==> src/rtl/mc14500_iobus.sv <==
// Bit-serial I/O subsystem for the MC14500 ICU: PC, jump register, SRAM shifters, scratch bits, output latches.
// Defining MC14500_IOBUS_SPI_EN builds the SPI byte engine; otherwise sclk_o/sdo_o are driven from the top two scratch bits.
module mc14500_iobus #(
  parameter int   ADDR_W  = 5,
  parameter int   PC_W    = 17,
  parameter int   MAR_W   = 8,
  parameter int   SRAM_AW = 6,
  parameter int   DATA_W  = 8,
  parameter int   N_OUT   = 2,
  parameter logic OUT_RST = 1'b1,
  parameter int   SPI_DIV = 2
) (
  input  logic                clk_i,
  input  logic                rst_i,
  input  logic                step_i,
  input  logic [ADDR_W-1:0]   addr_i,
  input  logic                write_i,
  input  logic                data_i,
  input  logic                flag_o_i,
  input  logic                flag_f_i,
  input  logic                jmp_i,
  input  logic                rtn_i,
  output logic                data_in_o,
  output logic [PC_W-1:0]     pc_o,
  output logic [SRAM_AW-1:0]  sram_addr_o,
  output logic [DATA_W-1:0]   sram_din_o,
  input  logic [DATA_W-1:0]   sram_dout_i,
  output logic                sram_we_o,
  output logic [N_OUT-1:0]    out_o,
  input  logic                sdi_i,
  output logic                sclk_o,
  output logic                sdo_o,
  output logic                spi_busy_o
);

  localparam int NS = 2 ** (ADDR_W - 1);

  logic [PC_W-1:0]   pc_q;
  logic [PC_W-1:0]   dest_q;
  logic [MAR_W-1:0]  mar_q;
  logic [DATA_W-1:0] dob_q;
  logic [DATA_W-1:0] dia_q;
  logic [DATA_W-1:0] dib_q;
  logic [NS-1:0]     scratch_q;
  logic [N_OUT-1:0]  out_q;

  logic              spi_done;
  logic [DATA_W-1:0] spi_rx;

  logic              hi;
  logic [ADDR_W-2:0] sidx;

  assign hi   = addr_i[ADDR_W-1];
  assign sidx = addr_i[ADDR_W-2:0];

  always_ff @(posedge clk_i) begin
    if (rst_i) begin
      pc_q      <= '0;
      dest_q    <= '0;
      mar_q     <= '0;
      dob_q     <= '0;
      dia_q     <= '0;
      dib_q     <= '0;
      scratch_q <= '0;
      out_q     <= {N_OUT{OUT_RST}};
    end else begin
      if (step_i) begin
        pc_q <= jmp_i ? dest_q : pc_q + PC_W'(1);
        if (rtn_i)
          mar_q <= '0;
        else if (write_i && addr_i == ADDR_W'(1))
          mar_q <= {mar_q[MAR_W-2:0], data_i};
        if (write_i && addr_i == ADDR_W'(0))
          dest_q <= {dest_q[PC_W-2:0], data_i};
        if (write_i && addr_i == ADDR_W'(2))
          dob_q <= {dob_q[DATA_W-2:0], data_i};
        if (write_i && hi)
          scratch_q[sidx] <= data_i;
        for (int i = 0; i < N_OUT; i++)
          if (write_i && addr_i == ADDR_W'(8 + i))
            out_q[i] <= data_i;
        if (flag_o_i && addr_i == ADDR_W'(2))
          dib_q <= sram_dout_i;
        else if (addr_i == ADDR_W'(4))
          dib_q <= {dib_q[DATA_W-2:0], 1'b0};
      end
      // A finishing SPI transfer owns dia over any ICU-side update that cycle.
      if (spi_done)
        dia_q <= spi_rx;
      else if (step_i && flag_o_i && addr_i == ADDR_W'(1))
        dia_q <= sram_dout_i;
      else if (step_i && addr_i == ADDR_W'(3))
        dia_q <= {dia_q[DATA_W-2:0], 1'b0};
    end
  end

  always_comb begin
    data_in_o = 1'b0;
    if (hi) begin
      data_in_o = scratch_q[sidx];
    end else begin
      if (addr_i == ADDR_W'(0)) data_in_o = 1'b1;
      if (addr_i == ADDR_W'(3)) data_in_o = dia_q[DATA_W-1];
      if (addr_i == ADDR_W'(4)) data_in_o = dib_q[DATA_W-1];
      if (addr_i == ADDR_W'(6)) data_in_o = spi_busy_o;
      if (addr_i == ADDR_W'(7)) data_in_o = sdi_i;
      for (int i = 0; i < N_OUT; i++)
        if (addr_i == ADDR_W'(8 + i))
          data_in_o = out_q[i];
    end
  end

  assign pc_o        = pc_q;
  assign sram_addr_o = mar_q[SRAM_AW-1:0];
  assign sram_din_o  = dob_q;
  assign sram_we_o   = flag_f_i & ~step_i;
  assign out_o       = out_q;

  generate
    if (MAR_W > SRAM_AW) begin : g_mar_hi
      logic unused_mar_hi;
      assign unused_mar_hi = ^mar_q[MAR_W-1:SRAM_AW];
    end
  endgenerate

`ifdef MC14500_IOBUS_SPI_EN
  // state    | meaning
  // SPI_IDLE | waiting for a start strobe at addr 5
  // SPI_XFER | clocking DATA_W bits, sclk toggling every SPI_DIV cycles
  typedef enum logic {SPI_IDLE, SPI_XFER} spi_state_t;

  localparam int DIV_W = (SPI_DIV > 1) ? $clog2(SPI_DIV) : 1;
  localparam int BIT_W = $clog2(2 * DATA_W);

  spi_state_t        state_q;
  logic [DATA_W-1:0] shift_q;
  logic [DIV_W-1:0]  div_q;
  logic [BIT_W-1:0]  bit_q;
  logic              sclk_q;
  logic              sdo_q;
  logic              busy_q;
  logic              spi_start;
  logic              tick;

  assign spi_start = step_i & write_i & data_i & (addr_i == ADDR_W'(5)) & (state_q == SPI_IDLE);
  assign tick      = (div_q == '0);
  assign spi_done  = (state_q == SPI_XFER) & tick & (bit_q == '0);
  assign spi_rx    = shift_q;

  always_ff @(posedge clk_i) begin
    if (rst_i) begin
      state_q <= SPI_IDLE;
      shift_q <= '0;
      div_q   <= '0;
      bit_q   <= '0;
      sclk_q  <= 1'b0;
      sdo_q   <= 1'b0;
      busy_q  <= 1'b0;
    end else begin
      case (state_q)
        SPI_IDLE: begin
          if (spi_start) begin
            state_q <= SPI_XFER;
            shift_q <= dob_q;
            sdo_q   <= dob_q[DATA_W-1];
            busy_q  <= 1'b1;
            sclk_q  <= 1'b0;
            div_q   <= DIV_W'(SPI_DIV - 1);
            bit_q   <= BIT_W'(2 * DATA_W - 1);
          end
        end
        SPI_XFER: begin
          if (!tick) begin
            div_q <= div_q - DIV_W'(1);
          end else begin
            div_q  <= DIV_W'(SPI_DIV - 1);
            sclk_q <= ~sclk_q;
            // The last toggle is a falling edge: no shift, the byte is complete.
            if (bit_q == '0) begin
              state_q <= SPI_IDLE;
              busy_q  <= 1'b0;
            end else begin
              bit_q <= bit_q - BIT_W'(1);
              if (!sclk_q) begin
                shift_q[0] <= sdi_i;
              end else begin
                shift_q <= {shift_q[DATA_W-2:0], 1'b0};
                sdo_q   <= shift_q[DATA_W-2];
              end
            end
          end
        end
        default: state_q <= SPI_IDLE;
      endcase
    end
  end

  assign sclk_o     = sclk_q;
  assign sdo_o      = sdo_q;
  assign spi_busy_o = busy_q;
`else
  assign spi_done   = 1'b0;
  assign spi_rx     = '0;
  assign spi_busy_o = 1'b0;
  assign sclk_o     = scratch_q[NS-2];
  assign sdo_o      = scratch_q[NS-1];
`endif

endmodule

==> config.mk <==
export PLATFORM = sky130hd
export DESIGN_NAME = mc14500_iobus
export DESIGN_NICKNAME = d
export VERILOG_FILES = /design/src/rtl/mc14500_iobus.sv
export SDC_FILE = /design/constraint.sdc
export NUM_CORES = 1
export LEC_CHECK = 0
export CAP_MARGIN = 20
export CORE_MARGIN = 3
export CORE_UTILIZATION = 40
export CTS_CLUSTER_SIZE = 40
export DETAILED_ROUTE_END_ITERATION = 10
export PLACE_DENSITY = 0.58
export SYNTH_ARGS = -nofsm -noshare
export SYNTH_HDL_FRONTEND = slang
export SYNTH_SLANG_ARGS = --single-unit
==> constraint.sdc <==
create_clock -name clk_i -period 4.5 [get_ports clk_i]
set_input_delay 0.45 -clock clk_i [delete_from_list [all_inputs] [get_ports clk_i]]
set_output_delay 0.45 -clock clk_i [all_outputs]
set_load 0.1 [all_outputs]
==> qor.yml <==
ys_seq_elements: 82
nFillCells: 963
placed_cells: 621
max_slew.worst_pin.slew_ns: 0.977
synth.top_cell.area_share_pct: 40.7
hold_violations: 0
fin_setup_tns_ns: 0
ant_nets: 0
final_cells: 637
cpLargestDelayFamily: "buffers and inverters"
grt_usage_pct: 17.3
drt_pass1_iterations: 4
cp_num_buf_inv: 2
drt-total-wl_um: 9570
numCtsBuffers: 9
setup_viol: 0
hold_path.class: "reg -> reg"
clk_latency_ns: 0.35
holdBufCountCts: 0
drive_above_1_share_pct: 6.75
cts_resized: 0
async_flop_share_pct: 0
fp.dieH_um: 106
synth-seq-area-share_pct: 40.7
synth_area_leaders: "dfxtp_1, mux2i_1, nor2_1"
outcome: "finished clean"
die_x_um: 106
slew_headroom_pct: 34.7
maxCapViolations: 0
io-pin-count: 61
dieArea_sq_um: 11300
drtIter0Drc: 243
p_leak_uw: 0.00176
cts_tree: "yes"
synth_area_sq_um: 4040
synth_nets: 482
yosys.area.top_type: "dfxtp_1"
worstSetupPathType: "in -> out"
row_count: 36
vias_per_cell: 5.40
synthCells: 458
cts_setup_buffers: 0
synth_cell_types: 48
p_total_uw: 1450
cts.sinks: 82
grt_max_degree: 49
cp_slowest_cell: "clkdlybuf4s50_1"
yosysWarnings: 0
period_needed_ns: 2.98
clk_pin_slew_ns: 0.08
vias: 3437
cts-htree-levels: 3
drc: 0
core-area_sq_um: 9770
n_antenna_cell: 0
path_cells: "clkdlybuf4s50_1 > nor2_1 > a21oi_1 > o21a_1 > o311ai_1 > buf_4"
fin_nets: 523
gp_routability_congestion: 0.851
rsz0062_at_grt: "false"
start_util_pct: 41.3
io_buffers: 59
fmax_mhz: 335
required_ns: 4.05
area_growth_pct: 20.5
antenna_found_initial: 0
arrival_ns: 2.53
cp-end-kind: "output pin"
dp_hpwl_um: 6530
p_per_area_nw_per_um2: 298
path_max_fanout: 20
slew_viol_final: 0
slowest_delay_ns: 0.73
clock_path_buffers: 2
wl_per_cell_um: 15.0
startpoint_type: "input port"
syn_avg_cell_area_sq_um: 8.81
final_util_pct: 49.8
finalCritPeriodShare_pct: 66.3
synth_edf_count: 0
gr-total-overflow: 0
clockRootBuffer: "clkbuf_8"
synth-main-ff-cell: "dfxtp_1"
grt_pass1_wl_um: 16100
skew_ns: 0.00653
max-vdd-ir-drop_v: 0.000126
grt_pass1_vias: 3190
==> worst reg2reg max path, cell delays in order (launching register included) <==
cell	delay, ns
dfxtp_1	0.44
ha_1	0.25
nand3_1	0.29
nor4_1	0.48
mux2i_1	0.23
a21oi_1	0.08
==> cells by family (layout without fill, tap and decap cells) <==
logic type                 Yosys count  after routing  synth area share, %
buffers and inverters               41             87                 4.65
muxes                               70             70                 17.7
DFF                                 82             82                 40.7
and+or+nand+nor                    182            182                 23.3
AOI/OAI and AO/OA                   81             81                 13.3
other                                1              1               0.0929
adders and majority gates            1              1                0.310
==> flip-flops by register name, indices dropped and copies added, names as in the netlist <==
register    flops
scratch_q      16
sram_din_o      8
out_o           2
dest_q         17
dia_q           8
pc_o           17
dib_q           8
mar_q           6
==> stage by stage <==
step / cell area [sq um] / hold slack (ns) / setup WS [ns]
after floorplan: 4040 / 0.445 / 0.457
after global placement: 4660 / 0.455 / 1.55
after detailed placement: 4660 / 0.459 / 1.49
after CTS: 4860 / 0.470 / 1.55
after global routing: 4860 / 0.503 / 1.39
final: 4860 / 0.469 / 1.52
==> per-layer routing <==
metal	routed length, um	up-vias	global-route usage (%)
met5	0	-	0
met2	4240	80	25.2
li1	-	1731	-
met1	4710	1617	26.0
met4	106	0	5.66
met3	513	9	2.85
==> placed cells by master (no fill, tap or decap), drive strengths merged, types with 2 or more instances in the layout <==
master and instances:
a211oi 19, a21oi 28, a221oi 3, a22oi 2, a31oi 5, and3 9, buf 7, clkbuf 10
clkdlybuf4s50 57, clkinv 3, dfxtp 82, inv 8, mux2i 69, nand2 21, nand2b 10, nand3 15
nand3b 8, nand4 6, nor2 70, nor2b 10, nor3 12, nor4 12, nor4b 3, o21ai 12
o31ai 3, o41ai 2
==> synthesized netlist by cell type, types with 10 or more instances <==
library cell,count
dfxtp_1,82
nor2_1,70
mux2i_1,69
a21oi_1,27
nand2_1,21
clkbuf_1,17
a211oi_1,16
nand3_1,14
nor3_1,12
nor4_1,12
o21ai_0,12
nand2b_1,10
nor2b_1,10
==> worst paths after layout <==
path              slack (ns)  cells past startpoint   endpoint       from
hold / removal          0.47                      2   mar_q[4]   mar_q[3]
setup reg to reg        2.60                      5   pc_o[16]    pc_o[0]
hold reg to reg         0.47                      2   mar_q[4]   mar_q[3]
setup / recovery        1.52                      6  data_in_o  addr_i[1]
==> power breakdown <==
part           total (uW)  internal [uW]  switching [uW]
combinational         163           50.1             113
sequential            738            731            7.21
clock                 549            273             276
==> area by class of cell <==
type	count	area (sq um)	share of cell area (%)
clock buffer	10	138	2.83
clock inverter	6	65.1	1.34
inverter	7	26.3	0.540
multi-input combinational	335	2210	45.4
sequential	82	1640	33.8
tap	133	166	3.42
timing repair buffer	64	621	12.8
Power figures use the tool's default switching activity.
